[config.mk]
export PLATFORM = sky130hd
export DESIGN_NAME = iir_biquad_seq
export DESIGN_NICKNAME = d
export VERILOG_FILES = /design/src/rtl/iir_biquad_seq.sv
export SDC_FILE = /design/constraint.sdc
export NUM_CORES = 2
export LEC_CHECK = 0
export BUFFER_PORTS_ARGS = -buffer_cell sky130_fd_sc_hd__buf_4
export CAP_MARGIN = 20
export CORE_MARGIN = 2
export CORE_UTILIZATION = 50
export CTS_BUF_LIST = sky130_fd_sc_hd__clkbuf_2
export CTS_CLUSTER_DIAMETER = 60
export DETAILED_ROUTE_END_ITERATION = 6
export GPL_TIMING_DRIVEN = 0
export PLACE_DENSITY = 0.66
export SETUP_SLACK_MARGIN = 0.2
export SLEW_MARGIN = 20
export SYNTH_ARGS = -nofsm -noshare
export SYNTH_HDL_FRONTEND = slang
export SYNTH_SLANG_ARGS = --single-unit
[constraint.sdc]
create_clock -name clk -period 19.7 [get_ports clk]
set_input_delay 3.94 -clock clk [delete_from_list [all_inputs] [get_ports clk]]
set_output_delay 3.94 -clock clk [all_outputs]
set_load 0.03 [all_outputs]
[src/rtl/iir_biquad_seq.sv]
// iir_biquad_seq: time-multiplexed biquad IIR with a shared multiplier and double-buffered coefficients.
// Define IIR_SEQ_SAT_EN to saturate dout and pulse ovf; otherwise dout wraps and ovf stays 0.
module iir_biquad_seq #(
  parameter int          WIDTH    = 14,
  parameter logic [15:0] COEFF_B0 = 16'h0292,
  parameter logic [15:0] COEFF_B1 = 16'h0524,
  parameter logic [15:0] COEFF_B2 = 16'h0292,
  parameter logic [15:0] COEFF_A1 = 16'hC7CF,
  parameter logic [15:0] COEFF_A2 = 16'hADE8
) (
  input  logic                    clk,
  input  logic                    n_rst,
  input  logic                    din_valid,
  input  logic signed [WIDTH-1:0] din,
  output logic                    din_ready,
  output logic                    dout_valid,
  output logic signed [WIDTH+15:0] dout,
  input  logic                    cfg_we,
  input  logic [2:0]              cfg_addr,
  input  logic [15:0]             cfg_wdata,
  input  logic                    cfg_commit,
  output logic                    cfg_pending,
  output logic                    ovf
);
  localparam int YW = WIDTH + 16;
  localparam int PW = YW + 16;
  localparam int AW = WIDTH + 35;
  localparam int RW = AW - 15;
  localparam logic [4:0][15:0] C_DEF =
    {COEFF_A2, COEFF_A1, COEFF_B2, COEFF_B1, COEFF_B0};

  typedef enum logic [1:0] {IDLE, MAC, DRAIN, WB} state_t;

  state_t               r_state;
  logic [2:0]           r_step;
  logic signed [YW-1:0] r_x0, r_x1, r_x2, r_y1, r_y2;
  logic signed [PW-1:0] r_prod;
  logic                 r_pv, r_psub;
  logic signed [AW-1:0] r_acc;
  logic [4:0][15:0]     r_sh, r_act;
  logic                 r_pend;
  logic signed [YW-1:0] r_dout;
  logic                 r_vld, r_ovf;

  logic [4:0][15:0]     w_sh_nxt;
  logic                 w_copy;
  logic signed [YW-1:0] w_opa;
  logic signed [15:0]   w_coef;
  logic                 w_sub;
  logic signed [PW-1:0] w_prod;
  logic signed [AW-1:0] w_pext;
  logic signed [RW-1:0] w_r;
  logic signed [YW-1:0] w_rs;
  logic                 w_clip;

  assign din_ready   = (r_state == IDLE);
  assign dout_valid  = r_vld;
  assign dout        = r_dout;
  assign cfg_pending = r_pend;
  assign ovf         = r_ovf;

  // A write in the same cycle as the copy must land in the active bank.
  always_comb begin
    w_sh_nxt = r_sh;
    if (cfg_we && (cfg_addr < 3'd5))
      w_sh_nxt[cfg_addr] = cfg_wdata;
  end

  assign w_copy = (r_state == IDLE) && (r_pend || cfg_commit);

  always_comb begin
    w_opa  = r_x0;
    w_coef = r_act[0];
    w_sub  = 1'b0;
    unique case (r_step)
      3'd1: begin w_opa = r_x1; w_coef = r_act[1]; end
      3'd2: begin w_opa = r_x2; w_coef = r_act[2]; end
      3'd3: begin w_opa = r_y1; w_coef = r_act[3]; w_sub = 1'b1; end
      3'd4: begin w_opa = r_y2; w_coef = r_act[4]; w_sub = 1'b1; end
      default: ;
    endcase
  end

  assign w_prod = w_opa * w_coef;
  assign w_pext = {{(AW-PW){r_prod[PW-1]}}, r_prod};
  assign w_r    = r_acc[AW-1:15];

`ifdef IIR_SEQ_SAT_EN
  localparam logic signed [YW-1:0] YMAX = {1'b0, {(YW-1){1'b1}}};
  localparam logic signed [YW-1:0] YMIN = {1'b1, {(YW-1){1'b0}}};
  always_comb begin
    w_rs   = w_r[YW-1:0];
    w_clip = 1'b0;
    if (!((&w_r[RW-1:YW-1]) || !(|w_r[RW-1:YW-1]))) begin
      w_clip = 1'b1;
      w_rs   = w_r[RW-1] ? YMIN : YMAX;
    end
  end
`else
  logic w_unused_hi;
  assign w_unused_hi = ^w_r[RW-1:YW];
  assign w_rs        = w_r[YW-1:0];
  assign w_clip      = 1'b0;
`endif

  always_ff @(posedge clk or negedge n_rst) begin
    if (!n_rst) begin
      r_state <= IDLE;
      r_step  <= '0;
      r_x0    <= '0;
      r_x1    <= '0;
      r_x2    <= '0;
      r_y1    <= '0;
      r_y2    <= '0;
      r_prod  <= '0;
      r_pv    <= 1'b0;
      r_psub  <= 1'b0;
      r_acc   <= '0;
      r_sh    <= C_DEF;
      r_act   <= C_DEF;
      r_pend  <= 1'b0;
      r_dout  <= '0;
      r_vld   <= 1'b0;
      r_ovf   <= 1'b0;
    end else begin
      r_pv  <= 1'b0;
      r_vld <= 1'b0;
      r_ovf <= 1'b0;
      r_sh  <= w_sh_nxt;
      r_pend <= w_copy ? 1'b0 : (r_pend | cfg_commit);
      if (w_copy)
        r_act <= w_sh_nxt;
      // Product from the previous step is folded in one cycle late.
      if (r_pv)
        r_acc <= r_psub ? (r_acc - w_pext) : (r_acc + w_pext);
      unique case (r_state)
        IDLE: begin
          if (din_valid) begin
            r_x2    <= r_x1;
            r_x1    <= r_x0;
            r_x0    <= {{16{din[WIDTH-1]}}, din};
            r_acc   <= '0;
            r_step  <= '0;
            r_state <= MAC;
          end
        end
        MAC: begin
          r_prod <= w_prod;
          r_pv   <= 1'b1;
          r_psub <= w_sub;
          if (r_step == 3'd4)
            r_state <= DRAIN;
          else
            r_step <= r_step + 3'd1;
        end
        DRAIN: r_state <= WB;
        WB: begin
          r_dout  <= w_rs;
          r_y2    <= r_y1;
          r_y1    <= w_rs;
          r_vld   <= 1'b1;
          r_ovf   <= w_clip;
          r_state <= IDLE;
        end
        default: r_state <= IDLE;
      endcase
    end
  end

endmodule

==> metrics.yaml <==
place:
  gp_congestion: 0.972
  placed_cells: 4606
  portBuffers: 69
  place_hpwl_um: 82600
critical_path:
  worstSetupPathType: "register to register"
  crit_fanout: 10
  cp-start-kind: "register"
  max_stage_delay_ns: 0.78
  cp_data_required_time_ns: 20.70
  worstSetupEndpointType: "register"
  cp.arrival_ns: 11.78
  slowest_stage: "clkbuf_1"
routing:
  dr.pass1.iters: 7
  ant_nets: 0
  drt_iter0_markers: 2091
  post_drt_wl_per_cell_um: 21.9
  vias: 26900
  drc: 0
  drt-total-wl_um: 105000
  viasPerCell: 5.62
synth:
  ys_seq_elements: 361
  synth_edf_count: 0
  synth_area_um2: 34800
  synth_area_leader_cell: "fa_1"
  yosysWarningCount: 0
  netlist_instances: 3600
  yosysTopAreaCellShare_pct: 26.1
  avgSynthCellArea_um2: 9.66
  ys_async_sr_fraction_pct: 100
  synth_common_cells: "567 x inv_1, 471 x nand2_1, 453 x fa_1"
  yosysMostFrequentCell: "inv_1"
  synth_nets: 4253
  ys.flop_type: "dfrtp_1"
  ys_top_cells_by_area: "fa_1 26%, dfrtp_1 21%, mux2_2 8.1%"
  seq_area_frac_synth_pct: 26.2
  yosysUniqueCellTypes: 84
die:
  core-area_um2: 68700
  die_w_um: 268
  rows: 96
  io_pins: 72
  die_area_um2: 71700
  start_util_pct: 50.6
  fp.dieH_um: 268
cells_and_area:
  regArea_um2: 9110
  final_cells: 4781
  fillers: 6390
  drive_gt1_share_pct: 15.4
  multi_input_area_um2: 23000
  final_nets: 4425
  area_delta_synth_final_pct: 8.10
timing:
  hold_violations: 0
  finalMaxSlewViolations: 0
  finalSetupViolations: 0
  rsz0062_at_grt: "no"
  fmax_mhz: 92.8
  finalCriticalPeriod_ns: 10.78
  worstMarginPinSlew_ns: 1.30
  timing.final.crit_share_pct: 54.7
  clock_skew_ns: 0.113
  max_slew_margin_pct: 12.7
  fin_setup_tns_ns: 0
global_route:
  grt_first_pass_wirelength_um: 165000
  grt_pass1_vias: 28100
  antenna_found_initial: 2
  globalRouteTotalUtil_pct: 30.7
  overflow: 0
  grt_max_degree: 99
clocking:
  cts_tree: "done"
  cts_made_buffers: 94
  cts_root_buf: "clkbuf_2"
  path_clk_slew_ns: 0.09
  cts_buffer_depth: 3
  cts_resized: 0
  cts_hold_buf: 0
  ctsHtreeMaxLevel: 3
  cts_setup_buffers: 0
  clock_sinks: 361
  clk_latency_ns: 1.15
outcome:
  status: "completed"
min_path:
  hold_class: "register to register"
run:
  drv_cap: 0
==> stage by stage <==
| stage | hold slack, ns | setup WS [ns] | area [um^2] | utilization [%] |
|---|---|---|---|---|
| 4_1_cts | 0.486 | 8.78 | 37600 | 54.7 |
| 5_1_grt | 0.508 | 8.65 | 37600 | 54.7 |
| 3_3_place_gp | 0.459 | 8.56 | 36500 | 53.1 |
| 6_report | 0.489 | 8.92 | 37600 | 54.7 |
| 3_5_place_dp | 0.463 | 8.81 | 36700 | 53.4 |
| 2_1_floorplan | 0.447 | 11.75 | 34800 | - |
==> metal layers <==
metal	vias to the layer above	global-route usage (%)	routed length (um)
met3	232	7.18	9450
met1	13500	41.1	43000
met4	0	13.7	4910
met5	-	0	0
li1	12000	-	-
met2	1117	47.7	47500
==> worst paths after layout <==
check / start / endpoint / slack (ns) / cells after the start
max: r_step[0] / r_prod[43] / 8.92 / 33
min: r_x2[1] / r_x2[1] / 0.49 / 2
max reg2reg: r_step[0] / r_prod[43] / 8.92 / 33
min reg2reg: r_x2[1] / r_x2[1] / 0.49 / 2
max in group asynchronous: n_rst / r_act[62] / 15.90 / 2
min in group asynchronous: n_rst / r_acc[0] / 2.81 / 1
==> final cells by class <==
cell class                      instances  area share [%]
Clock inverter                         25           0.399
Multi-Input combinational cell       2508            61.2
Clock buffer                          146            1.94
Tap cell                              931            3.10
Antenna cell                            3          0.0200
Sequential cell                       361            24.2
Timing Repair Buffer                   76            1.74
Inverter                              568            5.67
Buffer                                163            1.68
==> kinds of logic (layout without fill, tap and decap cells) <==
kind of cell | after synthesis | in the layout | share of synthesized area [%]
simple gates | 1003 | 1003 | 12.5
buf+inv | 731 | 978 | 7.95
fa+ha+maj | 615 | 615 | 31.9
compound gates | 471 | 471 | 8.95
flops | 361 | 361 | 26.2
mux | 293 | 293 | 9.34
xor+xnor | 125 | 125 | 3.17
other cells | 1 | 4 | 0.0108
==> placed cells by master, fill, tap and decap left out, types with 16 or more instances in the layout <==
| cell | Yosys | layout |
|---|---|---|
| xor2_1 | 28 | 28 |
| nand2_1 | 471 | 471 |
| a21o_1 | 45 | 45 |
| clkinv_1 | 1 | 17 |
| mux2i_1 | 42 | 33 |
| fa_1 | 453 | 453 |
| inv_1 | 567 | 567 |
| and2_1 | 27 | 27 |
| or3_1 | 16 | 16 |
| clkbuf_1 | 144 | 144 |
| nand4_1 | 20 | 20 |
| a31oi_1 | 52 | 42 |
| o21ai_0 | 66 | 64 |
| dfrtp_1 | 297 | 297 |
| a22oi_1 | 60 | 60 |
| nor2_1 | 326 | 326 |
| xnor2_1 | 96 | 96 |
| clkbuf_2 | 0 | 146 |
| mux2_2 | 250 | 250 |
| nand3_1 | 29 | 29 |
| a211oi_1 | 18 | 18 |
| dfstp_2 | 64 | 64 |
| nor3_1 | 35 | 33 |
| buf_4 | 2 | 70 |
| a21oi_1 | 115 | 115 |
| ha_1 | 162 | 162 |
==> flip-flops by register name, indices dropped and copies added, names as in the netlist <==
name,count
r_y2,30
r_act,80
r_acc,45
r_x0,14
r_psub,1
r_x1,14
r_sh,80
dout_valid,1
r_x2,14
r_state,2
r_pv,1
r_step,3
dout,30
cfg_pending,1
r_prod,45
==> worst max-delay path: cells and delay by family (launching register included) <==
kind,cells,cell delay (ns)
simple gates,7,1.69
fa+ha+maj,8,3.65
buf+inv,12,3.35
compound gates,4,1.13
mux,1,0.28
flops,1,0.41
xor+xnor,1,0.17
Power is left out: the tool's default activity adds up to more than one toggle a clock period on the data nets, which glitch-free logic cannot reach.
